--- config.mk ---
export PLATFORM = sky130hd
export DESIGN_NAME = wb_stage_reg_flat
export DESIGN_NICKNAME = d
export VERILOG_FILES = /design/src/rtl/wb_pkg.sv /design/src/rtl/wb_stage_reg_if.sv /design/src/rtl/wb_stage_reg_load_align.sv /design/src/rtl/wb_stage_reg.sv /design/src/flat_wrapper.sv
export SDC_FILE = /design/constraint.sdc
export NUM_CORES = 1
export LEC_CHECK = 0
export BUFFER_PORTS_ARGS = -buffer_cell sky130_fd_sc_hd__buf_2
export CORE_MARGIN = 5
export CORE_UTILIZATION = 35
export CTS_CLUSTER_DIAMETER = 40
export DETAILED_ROUTE_END_ITERATION = 10
export HOLD_SLACK_MARGIN = 0.06
export RECOVER_POWER = 50
export SLEW_MARGIN = 20
export SYNTH_ARGS = -nofsm -noshare
export SYNTH_HDL_FRONTEND = slang
export SYNTH_SLANG_ARGS = --single-unit
export TNS_END_PERCENT = 1
--- constraint.sdc ---
create_clock -name clk -period 2.1 [get_ports clk]
set_input_delay 0.21 -clock clk [delete_from_list [all_inputs] [get_ports clk]]
set_output_delay 0.21 -clock clk [all_outputs]
set_load 0.02 [all_outputs]
--- src/rtl/wb_pkg.sv ---
// Shared write-back definitions: load formats and default datapath widths.
// Also used by the register file and the forwarding unit.
package wb_pkg;

  localparam int DATA_W_DEF = 16;
  localparam int REG_AW_DEF = 3;
  localparam int CNT_W_DEF  = 16;

  localparam logic [1:0] LD_WORD   = 2'b00;
  localparam logic [1:0] LD_BYTE_S = 2'b01;
  localparam logic [1:0] LD_BYTE_U = 2'b10;

endpackage

--- src/rtl/wb_stage_reg_if.sv ---
// Memory-stage to write-back bundle plus register-file write port.
// slave = WB stage, master = upstream stage / register file side.
interface wb_stage_reg_if
  import wb_pkg::*;
#(
  parameter int DATA_W = DATA_W_DEF,
  parameter int REG_AW = REG_AW_DEF,
  parameter int CNT_W  = CNT_W_DEF,
  parameter int SEL_W  = $clog2(DATA_W / 8)
) ();

  logic              stall;
  logic              flush;
  logic              mem_valid;
  logic              mem_reg_we;
  logic [REG_AW-1:0] mem_rd;
  logic              mem_to_reg;
  logic [1:0]        mem_ld_mode;
  logic [SEL_W-1:0]  mem_byte_sel;
  logic [DATA_W-1:0] mem_alu_res;
  logic [DATA_W-1:0] mem_ld_data;
  logic              wb_valid;
  logic              wb_we;
  logic [REG_AW-1:0] wb_rd;
  logic [DATA_W-1:0] wb_data;
  logic [CNT_W-1:0]  retired;

  modport master (
    output stall, flush,
    output mem_valid, mem_reg_we, mem_rd,
    output mem_to_reg, mem_ld_mode, mem_byte_sel,
    output mem_alu_res, mem_ld_data,
    input  wb_valid, wb_we, wb_rd, wb_data, retired
  );

  modport slave (
    input  stall, flush,
    input  mem_valid, mem_reg_we, mem_rd,
    input  mem_to_reg, mem_ld_mode, mem_byte_sel,
    input  mem_alu_res, mem_ld_data,
    output wb_valid, wb_we, wb_rd, wb_data, retired
  );

endinterface

--- src/rtl/wb_stage_reg_load_align.sv ---
// Load formatter: picks a byte lane and sign/zero-extends it,
// or passes the full word through.
module load_align
  import wb_pkg::*;
#(
  parameter int DATA_W = DATA_W_DEF,
  parameter int SEL_W  = $clog2(DATA_W / 8)
) (
  input  logic [DATA_W-1:0] raw,
  input  logic [1:0]        mode,
  input  logic [SEL_W-1:0]  byte_sel,
  output logic [DATA_W-1:0] data
);

  logic [7:0] lane;

  assign lane = raw[{byte_sel, 3'b000} +: 8];

  // Reserved mode 2'b11 falls through to the word path.
  always_comb begin
    data = raw;
    unique case (1'b1)
      (mode == LD_BYTE_S):
        data = {{(DATA_W-8){lane[7]}}, lane};
      (mode == LD_BYTE_U):
        data = {{(DATA_W-8){1'b0}}, lane};
      default:
        data = raw;
    endcase
  end

endmodule

--- src/rtl/wb_stage_reg.sv ---
// Write-back pipeline register: result select, load alignment,
// stall/flush handling and retired-instruction counter.
module wb_stage_reg
  import wb_pkg::*;
#(
  parameter int DATA_W = DATA_W_DEF,
  parameter int REG_AW = REG_AW_DEF,
  parameter int CNT_W  = CNT_W_DEF,
  parameter int SEL_W  = $clog2(DATA_W / 8)
) (
  input  logic           clk,
  input  logic           reset,
  wb_stage_reg_if.slave  bus
);

  logic [DATA_W-1:0] ld_fmt;
  logic [DATA_W-1:0] sel_val;
  logic              we_nxt;

  logic              valid_q;
  logic              we_q;
  logic [REG_AW-1:0] rd_q;
  logic [DATA_W-1:0] data_q;
  logic [CNT_W-1:0]  cnt_q;

  load_align #(
    .DATA_W (DATA_W),
    .SEL_W  (SEL_W)
  ) u_align (
    .raw      (bus.mem_ld_data),
    .mode     (bus.mem_ld_mode),
    .byte_sel (bus.mem_byte_sel),
    .data     (ld_fmt)
  );

  assign sel_val = bus.mem_to_reg ? ld_fmt
                                  : bus.mem_alu_res;

  // r0 is hard-wired to zero, so never write it.
  assign we_nxt = bus.mem_valid & bus.mem_reg_we
                & (bus.mem_rd != '0);

  always_ff @(posedge clk) begin
    if (reset) begin
      valid_q <= 1'b0;
      we_q    <= 1'b0;
      rd_q    <= '0;
      data_q  <= '0;
      cnt_q   <= '0;
    end else if (bus.flush) begin
      valid_q <= 1'b0;
      we_q    <= 1'b0;
      rd_q    <= '0;
      data_q  <= '0;
    end else if (!bus.stall) begin
      valid_q <= bus.mem_valid;
      we_q    <= we_nxt;
      rd_q    <= bus.mem_rd;
      data_q  <= sel_val;
      if (bus.mem_valid)
        cnt_q <= cnt_q + 1'b1;
    end
  end

  assign bus.wb_valid = valid_q;
  assign bus.wb_we    = we_q;
  assign bus.wb_rd    = rd_q;
  assign bus.wb_data  = data_q;
  assign bus.retired  = cnt_q;

endmodule

--- src/flat_wrapper.sv ---
// flat-port wrapper written by rule: the top's interface ports become plain ports
module wb_stage_reg_flat import wb_pkg::*;
#(
  parameter int DATA_W = DATA_W_DEF,
  parameter int REG_AW = REG_AW_DEF,
  parameter int CNT_W  = CNT_W_DEF,
  parameter int SEL_W  = $clog2(DATA_W / 8)
)
  (clk, reset, bus_stall, bus_flush, bus_mem_valid, bus_mem_reg_we, bus_mem_rd, bus_mem_to_reg, bus_mem_ld_mode, bus_mem_byte_sel, bus_mem_alu_res, bus_mem_ld_data, bus_wb_valid, bus_wb_we, bus_wb_rd, bus_wb_data, bus_retired);
  wb_stage_reg_if #(.DATA_W(DATA_W), .REG_AW(REG_AW), .CNT_W(CNT_W), .SEL_W(SEL_W)) bus_i ();
  input  logic clk;
  input  logic reset;
  input wire logic [$bits(bus_i.stall)-1:0] bus_stall;
  input wire logic [$bits(bus_i.flush)-1:0] bus_flush;
  input wire logic [$bits(bus_i.mem_valid)-1:0] bus_mem_valid;
  input wire logic [$bits(bus_i.mem_reg_we)-1:0] bus_mem_reg_we;
  input wire logic [$bits(bus_i.mem_rd)-1:0] bus_mem_rd;
  input wire logic [$bits(bus_i.mem_to_reg)-1:0] bus_mem_to_reg;
  input wire logic [$bits(bus_i.mem_ld_mode)-1:0] bus_mem_ld_mode;
  input wire logic [$bits(bus_i.mem_byte_sel)-1:0] bus_mem_byte_sel;
  input wire logic [$bits(bus_i.mem_alu_res)-1:0] bus_mem_alu_res;
  input wire logic [$bits(bus_i.mem_ld_data)-1:0] bus_mem_ld_data;
  output wire logic [$bits(bus_i.wb_valid)-1:0] bus_wb_valid;
  output wire logic [$bits(bus_i.wb_we)-1:0] bus_wb_we;
  output wire logic [$bits(bus_i.wb_rd)-1:0] bus_wb_rd;
  output wire logic [$bits(bus_i.wb_data)-1:0] bus_wb_data;
  output wire logic [$bits(bus_i.retired)-1:0] bus_retired;
  assign bus_i.stall = bus_stall;
  assign bus_i.flush = bus_flush;
  assign bus_i.mem_valid = bus_mem_valid;
  assign bus_i.mem_reg_we = bus_mem_reg_we;
  assign bus_i.mem_rd = bus_mem_rd;
  assign bus_i.mem_to_reg = bus_mem_to_reg;
  assign bus_i.mem_ld_mode = bus_mem_ld_mode;
  assign bus_i.mem_byte_sel = bus_mem_byte_sel;
  assign bus_i.mem_alu_res = bus_mem_alu_res;
  assign bus_i.mem_ld_data = bus_mem_ld_data;
  assign bus_wb_valid = bus_i.wb_valid;
  assign bus_wb_we = bus_i.wb_we;
  assign bus_wb_rd = bus_i.wb_rd;
  assign bus_wb_data = bus_i.wb_data;
  assign bus_retired = bus_i.retired;
  wb_stage_reg #(.DATA_W(DATA_W), .REG_AW(REG_AW), .CNT_W(CNT_W), .SEL_W(SEL_W)) u_core (.clk(clk), .reset(reset), .bus(bus_i));
endmodule
# == Yosys cells after proc, flatten, opt, wreduce, memory -nomap -nowiden ==
# Cells that the tools add are included.
# classes
n_addsub,1
mul,0
div_mod_pow,0
magnitude_cmp,0
eq_ne,2
n_shift,1
mux,2
n_bitwise,4
n_reduce_logical,3
# ops
cell,count
$pmux 16 s2,1
$add 16x1->16 const B,1
$mux 16,1
$shiftx 16x5->8,1
$reduce_and 3->1,1
$reduce_bool 3->1,1
$and 1x1->1,2
$eq 2x1->1 const B,1
$eq 2x2->1 const B,1
$not 1->1,2
$reduce_or 2->1,1
# totals
regBits,37
latch_bits,0
ram_bits,0
rom_bits,0
inputBits,45
out_inout_bits,37
word_cells,18
mem_count,0

# == Logic depth before layout (Yosys ltp) ==
# Gate-level depths: netlist of the first run.
# depth
ltp_word,3
ltp_mapped,7

# == Hierarchy ==
# A second synthesis of the first run with hierarchy kept.
# hier_totals
cells_unflattened,245
area_unflattened_um2,1989.4
# by_module_without_submodules
mod,instances,cells_per_inst,area_per_inst_um2
wb_stage_reg,1,191,1656.6
load_align,1,54,332.8

# == Worst setup path before layout of the first run ==
# No wires, ideal clock.
# synth_timing
kind,input to register
startpoint,input port bus_mem_ld_mode[0]
endpoint,register u_core.data_q[0] (netlist: u_core.bus.wb_data[0])
setup_ns,0.132
t_arrival_ns,1.562
setup_slack_ns,0.406
cell_stages,6
path_buffers,1
path_cell_list,inv_1 -> ha_1 -> clkbuf_1 -> o31ai_1 -> a2bb2oi_1 -> a21oi_1
# synth_via
elab_chain_cells,3
word_cells_on_any_way,4
# synth_rtl
element,line_no,text
from (decl),flat_wrapper.sv:19,input wire logic [$bits(bus_i.mem_ld_mode)-1:0] bus_mem_ld_mode;
$eq 2x2->1 / $eq 2x1->1 (equally long branches),"wb_stage_reg_load_align.sv:25, wb_stage_reg_load_align.sv:23",
$pmux 16 s2 *,wb_stage_reg_load_align.sv:22,unique case (1'b1)
$mux 16 *,wb_stage_reg.sv:36,assign sel_val = bus.mem_to_reg ? ld_fmt
to (signal assigned),wb_stage_reg.sv:59,data_q <= sel_val;
to (decl),wb_stage_reg.sv:23,logic [DATA_W-1:0] data_q;
# Every way passes the cells marked *; elsewhere a longest branch is shown, timed or not.
# A chain may end at the register's enable or synchronous reset.

# == Final worst setup path of the first run ==
# layout_timing
startpoint,register u_core.cnt_q[4] (netlist: u_core.bus.retired[4])
endpoint,register u_core.cnt_q[15] (netlist: u_core.bus.retired[15])
# layout_via
elab_chain_cells,1
# layout_rtl
element,line_no,text
from (decl),wb_stage_reg.sv:24,logic [CNT_W-1:0] cnt_q;
from (signal assigned),wb_stage_reg.sv:61,cnt_q <= cnt_q + 1'b1;
$add 16x1->16,wb_stage_reg.sv:61,
# No other way between the ends.

==> flow_summary.ini, run 1 <==
[clock_network]
insertion_delay_ns = 0.28
path_clk_slew_ns = 0.07
cts_repair_resize_count = 0
cts_hold_buffers = 0
cts_root_buffer = clkbuf_8
cts_setup_buffers = 0
h-tree-depth = 2
clockBufferDepth = 2
clkSinkCount = 37
cts_tree = built
cts_buffers = 5

[drt]
vias = 1799
drt_pass1_iterations = 4
avgRoutedWirePerCell_um = 13.7
avgViaCountPerCell = 4.97
drc = 0
drt_wl_total_um = 4970
ant_nets = 0
drtIter0Drc = 39

[timing]
tightest_slew_ns = 0.801
hold_viol = 0
setup_viol = 0
timing.final.max_slew_violations = 0
rsz0062_at_grt = false
finalCritPeriodShare = 0.762
post-route-min-period_ns = 1.60
fin_worst_skew_ns = 0.00560
tns_ns = 0
max_clock_freq_mhz = 625
slew_headroom = 0.466

[hold_path]
min_to = u_core.bus.wb_rd[0]
min_from = bus_mem_rd[0]
hold_path.class = input pin to register
min_delay_path_depth = 3

[worst_setup_path]
r2r_start = u_core.bus.retired[4]
required_ns = 2.30
crit_fanout = 7
start_kind = register
crit_slowest_cell = dfxtp_1
cp_slowest_stage_delay_ns = 0.43
crit_arrival_ns = 1.80
reg2reg_depth = 4
path_buf_inv = 0
worst_r2r_endpoint = u_core.bus.retired[15]
end_kind = register
crit_type = register to register
cp_top_family = simple AND/OR/NAND/NOR gates
timing.reg2reg.setup_slack_ns = 0.50
path_cells = and4_1 -> nand4_1 -> or4_1 -> a21oi_1

[finish]
final_area_um2 = 2310
diodes = 0
fillers = 543
drive_gt1_frac = 0.209
syn_to_final_growth_pct = 28.9
layout.nets = 339

[power_and_ir_drop]
ir_worst_vdd_mv = 0.269
power.density_nw_per_um2 = 616
leakage_uw = 0.000964

[global_route]
grt_usage = 0.150
grt_max_degree = 26
grt_overflow = 0
grt_pass1_vias = 1664
grt_pass1_wl_um = 7760
antenna_found_initial = 0

[die]
start_util = 0.355
die_x_um = 81.5
die_h_um = 81.5
num_rows = 26
die_area_um2 = 6640
core_um2 = 5040
pin_count = 82

[logic_synthesis]
yosysTopAreaCellShare = 0.414
yosys.cell_types.count = 35
netlist_instances = 209
syn_area_per_cell_um2 = 8.56
synth_top_area_cell = dfxtp_1
synthTopCellsByArea = dfxtp_1 (41%), mux2i_1 (7.3%), a21oi_1 (6.4%), nor2_1 (5.2%), nand2_1 (4.8%)
seq_area_frac_synth = 0.414
ys_warn_count = 0
ys_ff_latch = 37
synth_area_um2 = 1790
syn-num-nets = 257

[place]
dp.final_hpwl_um = 3840
placed_area_um2 = 2270
portBuffers = 81
gp_congestion = 0.771

[flow_run]
cap_viol_max_count = 0

[status]
status = complete, no violations
==> Yosys cell counts, drive strengths merged <==
library cell	n
dfxtp	37
nor2	25
a21oi	23
nand2	23
mux2i	13
o21ai	13
a211o	8
a2bb2oi	8
clkbuf	8
inv	5
nand4	5
or3	5
xor2	5
xnor2	4
ha	3
nand3	3
and4	2
buf	2
nor3	2
o31ai	2
a31oi	1
and2	1
and3	1
and4bb	1
clkinv	1
mux2	1
nand2b	1
nand4bb	1
nor3b	1
nor4	1
o311ai	1
or2	1
or4	1
==> where the power goes <==
part / internal [µW] / switching [µW]
logic: 99.4 / 123
clock network: 236 / 233
registers: 718 / 9.24
==> flip-flops by register name, summed over array words and instances, names as in the netlist <==
| name | cells |
|---|---|
| u_core.bus.retired | 16 |
| u_core.bus.wb_data | 16 |
| u_core.bus.wb_rd | 3 |
| u_core.bus.wb_valid | 1 |
| u_core.bus.wb_we | 1 |
==> cell type report <==
cell class / instances / area [µm²] / area share
Multi-Input combinational cell: 156 / 980 / 0.425
Timing Repair Buffer: 85 / 395 / 0.171
Tap cell: 70 / 87.6 / 0.0380
Clock buffer: 8 / 80.1 / 0.0347
Inverter: 6 / 22.5 / 0.00977
Sequential cell: 37 / 741 / 0.321
==> worst max-delay path by stage <==
stage / from / to / depth (start not counted)
2_1_floorplan: bus_mem_ld_mode[0] / u_core.bus.wb_data[0] / 6
3_3_place_gp: bus_mem_ld_mode[0] / u_core.bus.wb_data[6] / 7
3_5_place_dp: bus_mem_ld_mode[0] / u_core.bus.wb_data[3] / 7
4_1_cts: u_core.bus.retired[4] / u_core.bus.retired[15] / 4
5_1_grt: u_core.bus.retired[4] / u_core.bus.retired[15] / 4
6_report: u_core.bus.retired[4] / u_core.bus.retired[15] / 4
==> cells in the final DEF, fill, tap and decap left out, types with 3 or more instances in the layout <==
cell type	instances
dfxtp_1	37
a21oi_1	23
nor2_1	25
a211o_1	8
buf_4	4
xnor2_1	4
xor2_1	5
inv_1	5
mux2i_1	13
o21ai_0	13
clkbuf_8	5
or3_1	5
clkbuf_1	35
nand4_1	5
buf_2	49
nand2_1	23
ha_1	3
a2bb2oi_1	8
==> tightest hold or removal path: cells and delay by family <==
| kind | cells | cell delay, ns |
|---|---|---|
| buf+inv | 1 | 0.08 |
| mux | 1 | 0.06 |
| simple gates | 1 | 0.07 |
==> cells by family (layout without fill, tap and decap cells) <==
kind of cell | Yosys count | after routing | share of synthesized area
adders and majority gates | 3 | 3 | 0.0210
muxes | 14 | 14 | 0.0790
AOI/OAI and AO/OA | 56 | 56 | 0.196
buffers and inverters | 16 | 99 | 0.0385
xor gates and xnor gates | 9 | 9 | 0.0441
DFF | 37 | 37 | 0.414
and+or+nand+nor | 74 | 74 | 0.208
==> per-stage QoR <==
| step | hold slack [ns] | power, µW | worst slack [ns] | instances | utilization |
|---|---|---|---|---|---|
| 4_1_cts | 0.169 | 1450 | 0.509 | 362 | 0.465 |
| 6_report | 0.177 | 1420 | 0.500 | 362 | 0.457 |
| 2_1_floorplan | 0.354 | 880 | 0.406 | 209 | - |
| 3_5_place_dp | 0.447 | 973 | 0.309 | 354 | 0.449 |
| 3_3_place_gp | 0.442 | 972 | 0.325 | 354 | 0.449 |
| 5_1_grt | 0.190 | 1510 | 0.392 | 362 | 0.457 |
==> per-layer routing <==
layer,GRT usage,wire length [µm],up-vias,part of all wire
met1,0.188,2190,811,0.44
li1,-,-,910,-
met3,0.0461,513,5,0.10
met5,0,0,-,0
met2,0.249,2220,73,0.45
met4,0.0355,42,0,0.0085
No activity file was read; power rests on OpenSTA's default activity.
==> inputs of run 2 (changes only) <==
- clock period: 2.1 -> 1.6 ns (I/O delays scaled with it)
==> flow_summary.ini, run 2 (synthesized netlist as in run 1, its figures left out) <==
[worst_setup_path]
crit_type = register to register
end_kind = register
crit_fanout = 8
path_cells = and4bb_4 -> nand3_4 -> or4_1 -> a21oi_1
required_ns = 1.81
cp_slowest_stage_delay_ns = 0.49
crit_arrival_ns = 1.67
reg2reg_depth = 4
crit_slowest_cell = or4_1
start_kind = register

[global_route]
grt_usage = 0.160
grt_pass1_vias = 1741
antenna_found_initial = 0
use_met1 = 0.195
grtUsageMet3 = 0.0450
globalRouteMet2Util = 0.271
grt_pass1_wl_um = 8210
top_usage_layer = met2
grt_max_degree = 24
grt_overflow = 0

[flow_run]
cap_viol_max_count = 0

[drt]
vias = 1819
ant_nets = 0
drt_wl_total_um = 5150
avgRoutedWirePerCell_um = 13.7
drc = 0
drt_pass1_iterations = 4
avgViaCountPerCell = 4.85
drtIter0Drc = 39

[status]
status = complete, no violations

[place]
dp.final_hpwl_um = 4090
preCtsSetupSlack_ns = -0.130
gp_congestion = 0.790
portBuffers = 81

[clock_network]
cts_root_buffer = clkbuf_8
insertion_delay_ns = 0.28
clkSinkCount = 37
h-tree-depth = 2
cts_tree = built
cts_repair_resize_count = 0
cts_setup_buffers = 0
cts_hold_buffers = 0
clockBufferDepth = 2
cts_buffers = 5
path_clk_slew_ns = 0.07

[die]
die_h_um = 81.5
num_rows = 26
die_x_um = 81.5
core_um2 = 5040
start_util = 0.355
die_area_um2 = 6640
pin_count = 82

[finish]
final_cell_mix = buf_2 (50), dfxtp_1 (37), clkbuf_1 (34)
syn_to_final_growth_pct = 34.6
drive_gt1_frac = 0.252
mostFrequentLayoutCell = buf_2
diodes = 0
multi_input_area_um2 = 986
fillers = 543
seq_area_um2 = 741
layout.nets = 352

[hold_path]
hold_path.class = input pin to register
min_delay_path_depth = 3

[timing]
rsz0062_at_grt = false
timing.final.max_slew_violations = 0
tightest_slew_ns = 0.738
finalCritPeriodShare = 0.912
post-route-min-period_ns = 1.46
hold_viol = 0
fin_ws_ns = 0.142
setup_viol = 0
holdWs_ns = 0.133
fin_worst_skew_ns = 0.00348
tns_ns = 0
slew_headroom = 0.508
max_clock_freq_mhz = 686

[power_and_ir_drop]
power.density_nw_per_um2 = 780
leakage_uw = 0.00104
ir_worst_vdd_mv = 0.505
power_uw = 1880
-- run 2: cell count changes in the layout (fill, tap and decap cells not counted) --
cell | previous run | this run
buf_4 | 4 | 16
and2_2 | 0 | 1
o31ai_2 | 0 | 1
and2_1 | 1 | 0
buf_2 | 49 | 50
o31ai_1 | 2 | 1
clkbuf_1 | 35 | 34
clkbuf_2 | 0 | 1
-- run 2: path summary, 6_finish.rpt --
check                              start                      to  slack, ns
setup reg to reg   u_core.bus.retired[2]  u_core.bus.retired[15]       0.14
setup / recovery   u_core.bus.retired[2]  u_core.bus.retired[15]       0.14
hold / removal             bus_mem_rd[0]     u_core.bus.wb_rd[0]       0.13
hold reg to reg   u_core.bus.wb_data[11]  u_core.bus.wb_data[11]       0.46
-- run 2: area by class of cell --
class                           count  share of cell area
Multi-Input combinational cell    156               0.409
Tap cell                           70              0.0364
Clock buffer                        8              0.0332
Inverter                            6             0.00935
Timing Repair Buffer               98               0.204
Sequential cell                    37               0.308
-- run 2: through the flow --
step / cell area (µm²) / std cells / util
after floorplan: 1790 / 209 / -
after global placement: 2370 / 367 / 0.470
after detailed placement: 2370 / 367 / 0.470
after CTS: 2450 / 375 / 0.486
after global routing: 2410 / 375 / 0.478
final: 2410 / 375 / 0.478
-- run 2: layer usage --
layer / vias up / routed length [µm]
met2: 61 / 2410
met5: - / 0
met3: 5 / 419
met4: 0 / 48
met1: 819 / 2280
li1: 934 / -
-- run 2: where the power goes --
part / leakage (µW) / switching (µW) / internal [µW] / total [µW]
Sequential: 0.000300 / 12.1 / 943 / 955
Combinational: 0.000698 / 166 / 138 / 304
Clock: 0.0000395 / 310 / 310 / 619
-- run 2: critical path, delay by kind of cell, from the launching register on --
family / cells / cell delay (ns)
and+or+nand+nor: 3 / 0.91
DFF: 1 / 0.34
AOI/OAI and AO/OA: 1 / 0.14
